$ cat config.mk
export PLATFORM = sky130hd
export DESIGN_NAME = pix_feeder
export DESIGN_NICKNAME = d
export VERILOG_FILES = /design/src/rtl/sede_pkg.sv /design/src/rtl/pix_skid_fifo.sv /design/src/rtl/pix_feeder.sv
export SDC_FILE = /design/constraint.sdc
export NUM_CORES = 1
export LEC_CHECK = 0
export BUFFER_PORTS_ARGS = -buffer_cell sky130_fd_sc_hd__buf_4
export CAP_MARGIN = 20
export CORE_ASPECT_RATIO = 1.5
export CORE_MARGIN = 2
export CORE_UTILIZATION = 56
export DETAILED_ROUTE_END_ITERATION = 7
export GPL_TIMING_DRIVEN = 0
export PLACE_DENSITY = 0.89
export SLEW_MARGIN = 20
export SYNTH_ARGS = -nofsm -noshare
export SYNTH_HDL_FRONTEND = slang
export SYNTH_SLANG_ARGS = --single-unit
$ cat constraint.sdc
create_clock -name clk -period 3.4 [get_ports clk]
set_clock_uncertainty 0.05 [all_clocks]
set_input_delay 0.34 -clock clk [delete_from_list [all_inputs] [get_ports clk]]
set_output_delay 0.34 -clock clk [all_outputs]
set_load 0.01 [all_outputs]
$ cat src/rtl/sede_pkg.sv
// Shared constants and types for the edge-detection datapath (feeder and engine).
package sede_pkg;

    localparam int unsigned IMG_W     = 32;
    localparam int unsigned IMG_H     = 32;
    localparam int unsigned PIX_W     = 8;
    localparam int unsigned FRAME_PIX = IMG_W * IMG_H;
    localparam int unsigned ADDR_W    = 10;

    typedef enum logic [1:0] {
        IDLE = 2'd0,
        RUN  = 2'd1,
        DONE = 2'd2
    } feed_state_e;

endpackage

$ cat src/rtl/pix_skid_fifo.sv
// Two-entry FIFO between the image-memory read port and the edge engine.
// The head is presented combinationally; dout reads 0 while empty.
module pix_skid_fifo #(
    parameter int unsigned WIDTH = 8
) (
    input  logic             clk,
    input  logic             rst,
    input  logic             push,
    input  logic             pop,
    input  logic [WIDTH-1:0] din,
    output logic [WIDTH-1:0] dout,
    output logic             empty,
    output logic [1:0]       count
);

    logic [WIDTH-1:0] slots [2];
    logic             wr_ptr;
    logic             rd_ptr;
    logic             do_push;
    logic             do_pop;

    // Qualify push/pop against occupancy and drive the head.
    always_comb begin
        do_pop  = pop && (count != 2'd0);
        do_push = push && ((count != 2'd2) || do_pop);
        empty   = (count == 2'd0);
        dout    = empty ? '0 : slots[rd_ptr];
    end

    // Pointer and occupancy bookkeeping; push+pop together leaves count unchanged.
    always_ff @(posedge clk or posedge rst) begin
        if (rst) begin
            wr_ptr <= 1'b0;
            rd_ptr <= 1'b0;
            count  <= 2'd0;
        end else begin
            if (do_push) wr_ptr <= ~wr_ptr;
            if (do_pop)  rd_ptr <= ~rd_ptr;
            case ({do_push, do_pop})
                2'b10:   count <= count + 2'd1;
                2'b01:   count <= count - 2'd1;
                default: count <= count;
            endcase
        end
    end

    // Data storage needs no reset: nothing is visible until the slot is written.
    always_ff @(posedge clk) begin
        if (do_push) slots[wr_ptr] <= din;
    end

endmodule

$ cat src/rtl/pix_feeder.sv
// Streams one image from memory to the edge engine in raster order.
// Reads are issued only when the FIFO is guaranteed a free slot on return,
// so backpressure can never overflow the two-entry buffer.
module pix_feeder #(
    parameter int unsigned IMG_W = sede_pkg::IMG_W,
    parameter int unsigned IMG_H = sede_pkg::IMG_H,
    parameter int unsigned PIX_W = sede_pkg::PIX_W
) (
    input  logic                        clk,
    input  logic                        rst,
    input  logic                        start,
    output logic                        mem_rd,
    output logic [sede_pkg::ADDR_W-1:0] mem_addr,
    input  logic [PIX_W-1:0]            mem_rdata,
    input  logic                        eng_busy,
    output logic                        pix_valid,
    output logic [PIX_W-1:0]            pix_data,
    output logic                        feeding,
    output logic                        done
);

    import sede_pkg::*;

    localparam int unsigned FRAME = IMG_W * IMG_H;
    localparam int unsigned CNT_W = $clog2(FRAME + 1);

    feed_state_e      state;
    logic [CNT_W-1:0] rd_cnt;
    logic [CNT_W-1:0] tx_cnt;
    logic             in_flight;

    logic             fifo_empty;
    logic [1:0]       fifo_count;
    logic [PIX_W-1:0] fifo_dout;

    logic             accept;
    logic             reads_left;
    logic [2:0]       occupancy;
    logic             rd_req;
    logic             last_beat;

    // Read issue, beat acceptance and end-of-frame detection.
    always_comb begin
        accept     = !fifo_empty && !eng_busy;
        reads_left = (rd_cnt < CNT_W'(FRAME));
        // Slots committed after this edge: stored + returning - leaving.
        occupancy  = {1'b0, fifo_count} + {2'b00, in_flight} - {2'b00, accept};
        rd_req     = (state == RUN) && reads_left && (occupancy < 3'd2);
        last_beat  = (state == RUN) && accept && (tx_cnt == CNT_W'(FRAME - 1));
        mem_rd     = rd_req;
        mem_addr   = rd_req ? ADDR_W'(rd_cnt) : '0;
        pix_valid  = !fifo_empty;
        pix_data   = fifo_dout;
    end

    // Frame FSM with counters and registered status outputs.
    always_ff @(posedge clk or posedge rst) begin
        if (rst) begin
            state     <= IDLE;
            rd_cnt    <= '0;
            tx_cnt    <= '0;
            in_flight <= 1'b0;
            feeding   <= 1'b0;
            done      <= 1'b0;
        end else begin
            // A read issued now returns data next cycle.
            in_flight <= rd_req;
            if (rd_req) rd_cnt <= rd_cnt + 1'b1;
            unique case (state)
                IDLE: begin
                    tx_cnt <= '0;
                    done   <= 1'b0;
                    if (start) begin
                        state   <= RUN;
                        rd_cnt  <= '0;
                        feeding <= 1'b1;
                    end
                end
                RUN: begin
                    if (accept) tx_cnt <= tx_cnt + 1'b1;
                    if (last_beat) begin
                        state   <= DONE;
                        feeding <= 1'b0;
                        done    <= 1'b1;
                    end
                end
                DONE: begin
                    state  <= IDLE;
                    done   <= 1'b0;
                    tx_cnt <= '0;
                end
                default: begin
                    state   <= IDLE;
                    feeding <= 1'b0;
                    done    <= 1'b0;
                end
            endcase
        end
    end

    pix_skid_fifo #(
        .WIDTH (PIX_W)
    ) u_fifo (
        .clk   (clk),
        .rst   (rst),
        .push  (in_flight),
        .pop   (accept),
        .din   (mem_rdata),
        .dout  (fifo_dout),
        .empty (fifo_empty),
        .count (fifo_count)
    );

endmodule

# --- After elaboration in Yosys (flattened, before gate mapping) ---
# Memory sizes are Yosys's and may differ from the RTL's.
# Index checks and enable logic that the tools add are counted.
word_totals:
  ff_bits: 31
  ram_bits: 16
  output_inout_bits: 22
  elab_cells: 67
  mem_count: 1
classes:
  n_addsub: 6
  magnitude_cmp: 2
  eq_ne: 9
  muxes: 18
  bitwise: 3
  n_reduce_logical: 19
memory_table:
  columns: ["memory", "depth", "word_bits", "rd", "rd_ports_with_merged_regs", "write_ports", "line_no", "rtl"]
  rows:
  - ["u_fifo.slots", 2, 8, 1, 0, 1, "pix_skid_fifo.sv:16", "logic [WIDTH-1:0] slots [2];"]
ops:
  columns: ["operator", "count"]
  rows:
  - ["$mux 11", 4]
  - ["$add 11x1->11 const B", 2]
  - ["$pmux 11 s2", 1]
  - ["$eq 11x10->1 const B", 1]
  - ["$lt 11x11->1 const B", 1]
  - ["$mux 10", 1]
  - ["$mux 8", 1]
  - ["$pmux 2 s2", 2]
  - ["$logic_and 1x1->1", 7]
  - ["$mux 1", 6]
  - ["$ne 2x2->1 const B", 3]
  - ["$reduce_bool 2->1", 3]
  - ["$eq 2x1->1 const B", 2]
  - ["$eq 2x2->1 const B", 2]
  - ["$logic_not 2->1", 2]
  - ["$mux 2", 2]
  - ["$reduce_and 2->1", 2]
  - ["$add 2x1->3", 1]
  - ["$lt 3x2->1 const B", 1]
  - ["$not 1->1", 3]
  - ["$pmux 1 s3", 1]
  - ["$reduce_and 3->1", 1]
  - ["$sub 3x1->3", 1]
  - ["$add 2x1->2 const B", 1]
  - ["other kinds (5)", 6]

# --- Longest topological paths before layout ---
depth:
  depth_word: 9
  ltp_mapped: 12

# --- By module ---
# Synthesis repeated with hierarchy kept, for this count alone.
unflattened:
  cells_unflattened: 208
  hier_area_um2: 2348.5
modules_own_cells:
  columns: ["module", "n_inst", "cells_per_inst", "area_per_inst_um2"]
  rows:
  - ["pix_feeder", 1, 147, 1483.9]
  - ["pix_skid_fifo", 1, 61, 864.6]

# --- Worst setup path before layout ---
# Ideal clock, no wire load.
synth_timing:
  kind: "reg2reg"
  from: "register u_fifo.count[1]"
  to: "register rd_cnt[9]"
  setup_ns: 0.078
  arrival_time_ns: 2.790
  t_required_ns: 3.272
  setup_slack_ns: 0.482
  stages_incl_launch_ff: 13
  n_path_buf: 3
  period_less_slack_ns: 2.918
  cell_sequence: "dfrtp_1 > buf_4 > o21bai_2 > buf_2 > inv_1 > ha_1 > nand2b_1 > fa_1 > and4bb_1 > buf_2 > nand4_2 > or3_1 > a21oi_1"
synth_between:
  elab_chain_cells: 9
  elab_cells_between_ends: 10
  classes_between: "add/sub: 2; order compare: 1; mux: 3; reduce/logical: 4"
synth_lines:
  columns: ["item", "line_no", "rtl"]
  rows:
  - ["start, declared", "pix_skid_fifo.sv:13", "output logic [1:0] count"]
  - ["start signal, assigned", "pix_skid_fifo.sv:40", "2'b10: count <= count + 2'd1;"]
  - ["start signal, assigned", "pix_skid_fifo.sv:41", "2'b01: count <= count - 2'd1;"]
  - ["start signal, assigned", "pix_skid_fifo.sv:42", "default: count <= count;"]
  - ["parallel branches: the longest is 3 deep, another holds $add 2x1->3", null, null]
  - ["$sub 3x1->3 *", "pix_feeder.sv:47", "occupancy = {1'b0, fifo_count} + {2'b00, in_flight} - {2'b00, accept};"]
  - ["$lt 3x2->1 *", "pix_feeder.sv:48", "rd_req = (state == RUN) && reads_left && (occupancy < 3'd2);"]
  - ["$logic_and 1x1->1 *", "pix_feeder.sv:48", null]
  - ["$mux 11 *", "pix_feeder.sv:68", "if (rd_req) rd_cnt <= rd_cnt + 1'b1;"]
  - ["$mux 11", "pix_feeder.sv:73", "if (start) begin"]
  - ["$mux 11 *", "pix_feeder.sv:69", "unique case (state)"]
  - ["end signal, assigned", "pix_feeder.sv:68", null]
  - ["end, declared", "pix_feeder.sv:28", "logic [CNT_W-1:0] rd_cnt;"]
# Every way passes the cells marked *.
# A chain may end at the register's enable or synchronous reset.

# --- Final worst setup path ---
layout_timing:
  from: "register u_fifo.count[0]"
  to: "output mem_addr[9] (netlist bit)"
layout_between:
  elab_chain_cells: 7
  elab_cells_between_ends: 8
  classes_between: "add/sub: 2; order compare: 1; mux: 1; reduce/logical: 4"
layout_lines:
  columns: ["item", "line_no", "rtl"]
  rows:
  - ["parallel branches: the longest is 3 deep, another holds $add 2x1->3", null, null]
  - ["$sub 3x1->3 *", "pix_feeder.sv:47", null]
  - ["$lt 3x2->1 *", "pix_feeder.sv:48", null]
  - ["$logic_and 1x1->1 *", "pix_feeder.sv:48", null]
  - ["$mux 10 *", "pix_feeder.sv:51", "mem_addr = rd_req ? ADDR_W'(rd_cnt) : '0;"]
  - ["end, declared", "pix_feeder.sv:13", "output logic [sede_pkg::ADDR_W-1:0] mem_addr,"]
# Marked as above.

==> flow_summary.toml <==
[cts]
numCtsBuffers = 5
cts_sinks = 47
clockBufferDepth = 2
insertion_delay_ns = 0.30
cts_tree = "done"
cts_root_buf = "clkbuf_8"
hold_buffers = 0
h-tree-depth = 2
clk_pin_slew_ns = 0.09

[place]
place_area_um2 = 2656
post-place-ws_ns = 0.1607
portBuffers = 33
place.gp.congestion = 0.8325
dpl.hpwl_um = 3070

[setup_path]
reg2reg_to = "rd_cnt[9]$_DFF_PP0_"
critPathLaunchType = "flip-flop"
r2r_setup_slack_ns = 0.29
endpoint_kind = "output pin"
critical_path_peak_fanout = 10
crit_type = "reg -> out"
cp.arrival_ns = 2.88
rr_worst_depth = 12
r2r-start = "u_fifo.count[0]$_DFFE_PP0P_"
required_ns = 3.01

[die]
num_io_pins = 34
core.rowCount = 28
core_um2 = 3994
dieWidth_um = 56.92
die_y_um = 83.38
initial_utilization = 0.5890
dieArea_um2 = 4745

[sta]
finalCriticalPeriod_ns = 3.268
finalSetupViolCount = 0
finalWorstSetupSlack_ns = 0.1315
fmax_mhz = 306.0
tightest_slew_ns = 0.6969
period_share = 0.9613
max_slew_margin = 0.5337
slew_violations = 0
finalHoldViolations = 0

[synth]
synth_edf_count = 16
ys_async_sr_fraction = 0.6596
yosys-top-cells-area = "dfrtp_1, edfxtp_1, xnor2_1"
ys_seq_area_frac = 0.5340
ys_types = 41
syn_nets = 228
ys_seq_elements = 47
synth_top_area_share = 0.3298
synth_ff_type = "dfrtp_1"
syn-instance-count = 211
avgSynthCellArea_um2 = 11.15
synth_warnings = 0
yosys.area.top_type = "dfrtp_1"
synth_area_um2 = 2352

[final_layout]
fillers = 302
diodes = 0
drive_gt1_frac = 0.2344
finalNetCount = 272
seqCellArea_um2 = 1256
syn_to_final_growth_pct = 21.28
postLayoutCellArea_um2 = 2853
multi_input_area_um2 = 1035

[detailed_routing]
vias = 1697
first_iter_violations = 51
drt_drc_violations_left = 0
avgRoutedWirePerCell_um = 14.99
drt-total-wl_um = 4512
vias_per_cell = 5.638
ant_nets = 0
firstDrtPassIters = 4

[global_routing]
track_usage = 0.2009
antenna_found_initial = 0
grt_overflow = 0
grt_pass1_vias = 1655
grt_first_pass_wirelength_um = 7424
grt_max_degree = 32

[run]
cap_violations = 0

[power]
leakagePower_nw = 1.277
power_density_nw_per_um2 = 858.1
power_mw = 2.448
ir_drop_mv = 0.7178

[worst_hold_path]
hold_path.class = "in -> async"

[run_status]
status = "completed"
==> placed cells by master, fill, tap and decap left out, types with 6 or more instances in the layout <==
| master | count |
|---|---|
| dfrtp_1 | 31 |
| and3_1 | 8 |
| o21ai_0 | 6 |
| buf_4 | 38 |
| nor4_1 | 8 |
| inv_1 | 9 |
| xor2_1 | 7 |
| and2_1 | 7 |
| nand2_1 | 12 |
| nor3_1 | 7 |
| mux2i_1 | 9 |
| edfxtp_1 | 16 |
| xnor2_1 | 11 |
| nor2_1 | 21 |
==> area by class of cell <==
| type | count | area share |
|---|---|---|
| Clock buffer | 7 | 0.03421 |
| Inverter | 10 | 0.01316 |
| Clock inverter | 1 | 0.01053 |
| Multi-Input combinational cell | 144 | 0.3627 |
| Timing Repair Buffer | 37 | 0.09737 |
| Tap cell | 45 | 0.01974 |
| Buffer | 10 | 0.02193 |
| Sequential cell | 47 | 0.4403 |
==> kinds of logic (layout without fill, tap and decap cells) <==
| group | Yosys count | after routing | share of synthesized area |
|---|---|---|---|
| compound gates | 18 | 18 | 0.05054 |
| xor+xnor | 20 | 20 | 0.08564 |
| fa+ha+maj | 5 | 5 | 0.02979 |
| buf+inv | 20 | 65 | 0.03723 |
| flops | 47 | 47 | 0.5340 |
| mux | 9 | 9 | 0.03830 |
| simple gates | 92 | 92 | 0.2245 |
==> worst max path at each step <==
stage / start / to / depth (start not counted)
floorplan: u_fifo.count[1]$_DFFE_PP0P_ / rd_cnt[9]$_DFF_PP0_ / 12
global placement: u_fifo.count[1]$_DFFE_PP0P_ / rd_cnt[8]$_DFF_PP0_ / 12
detailed placement: u_fifo.count[1]$_DFFE_PP0P_ / rd_cnt[8]$_DFF_PP0_ / 12
CTS: u_fifo.count[1]$_DFFE_PP0P_ / mem_addr[9] / 11
global route: u_fifo.count[1]$_DFFE_PP0P_ / mem_addr[9] / 11
finish: u_fifo.count[0]$_DFFE_PP0P_ / mem_addr[9] / 11
==> critical path, cell delays in order, from the launching register on <==
cell      delay (ns)
dfrtp_1         0.36
buf_2           0.17
o21bai_4        0.20
buf_6           0.15
inv_1           0.06
ha_1            0.27
nand2b_1        0.16
fa_1            0.53
and4bb_1        0.19
clkbuf_4        0.18
and3_1          0.18
buf_4           0.12
==> sequential cells by signal, summed over array words and instances (netlist names) <==
name,cells
tx_cnt,11
in_flight,1
rd_cnt,11
state,2
done,1
u_fifo.wr_ptr,1
u_fifo.count,2
u_fifo.slots,16
feeding,1
u_fifo.rd_ptr,1
==> stage by stage <==
stage	setup TNS (ns)	std cells	hold WS, ns	utilization
3_5_place_dp	0	289	0.4207	0.6651
4_1_cts	0	297	0.08552	0.6983
2_1_floorplan	0	211	0.3889	-
5_1_grt	-0.1239	301	0.1311	0.7143
6_report	0	301	0.06940	0.7143
3_3_place_gp	0	289	0.4314	0.6651
==> timing repair <==
| item | 4_1_cts | 5_1_grt |
|---|---|---|
| resized for setup | 2 | 6 |
| gates cloned | 0 | 0 |
| endpoints found under the setup margin | 11 | 13 |
| buffers inserted | 0 | 4 |
==> report_power, final <==
group	leakage [nW]	internal (mW)	switching (mW)	total [mW]
sequential	0.541	0.732	0.0969	0.829
combinational	0.672	0.528	0.644	1.17
clock	0.0636	0.264	0.182	0.447
==> cells in the mapped netlist (3+ instances only) <==
| cell type | number |
|---|---|
| inv_1 | 10 |
| mux2i_1 | 9 |
| nand2b_1 | 4 |
| nor3_1 | 8 |
| or3_1 | 5 |
| buf_2 | 4 |
| and3_1 | 8 |
| and2_1 | 7 |
| a21oi_1 | 4 |
| nand4_1 | 3 |
| clkbuf_1 | 4 |
| xnor2_1 | 11 |
| o21ai_0 | 6 |
| xor2_1 | 7 |
| nor2_1 | 22 |
| ha_1 | 4 |
| nor4_1 | 8 |
| dfrtp_1 | 31 |
| nand2_1 | 12 |
| nand3_1 | 5 |
| edfxtp_1 | 16 |
==> routing by layer <==
layer | share of wire | vias to the layer above | routed length [µm] | track usage
met5 | 0 | - | 0 | 0
met4 | 0.024 | 0 | 108 | 0.1036
met3 | 0.041 | 11 | 185 | 0.05296
met2 | 0.54 | 41 | 2428 | 0.3218
met1 | 0.40 | 819 | 1790 | 0.2450
li1 | - | 826 | - | -
Power figures use the tool's default switching activity.
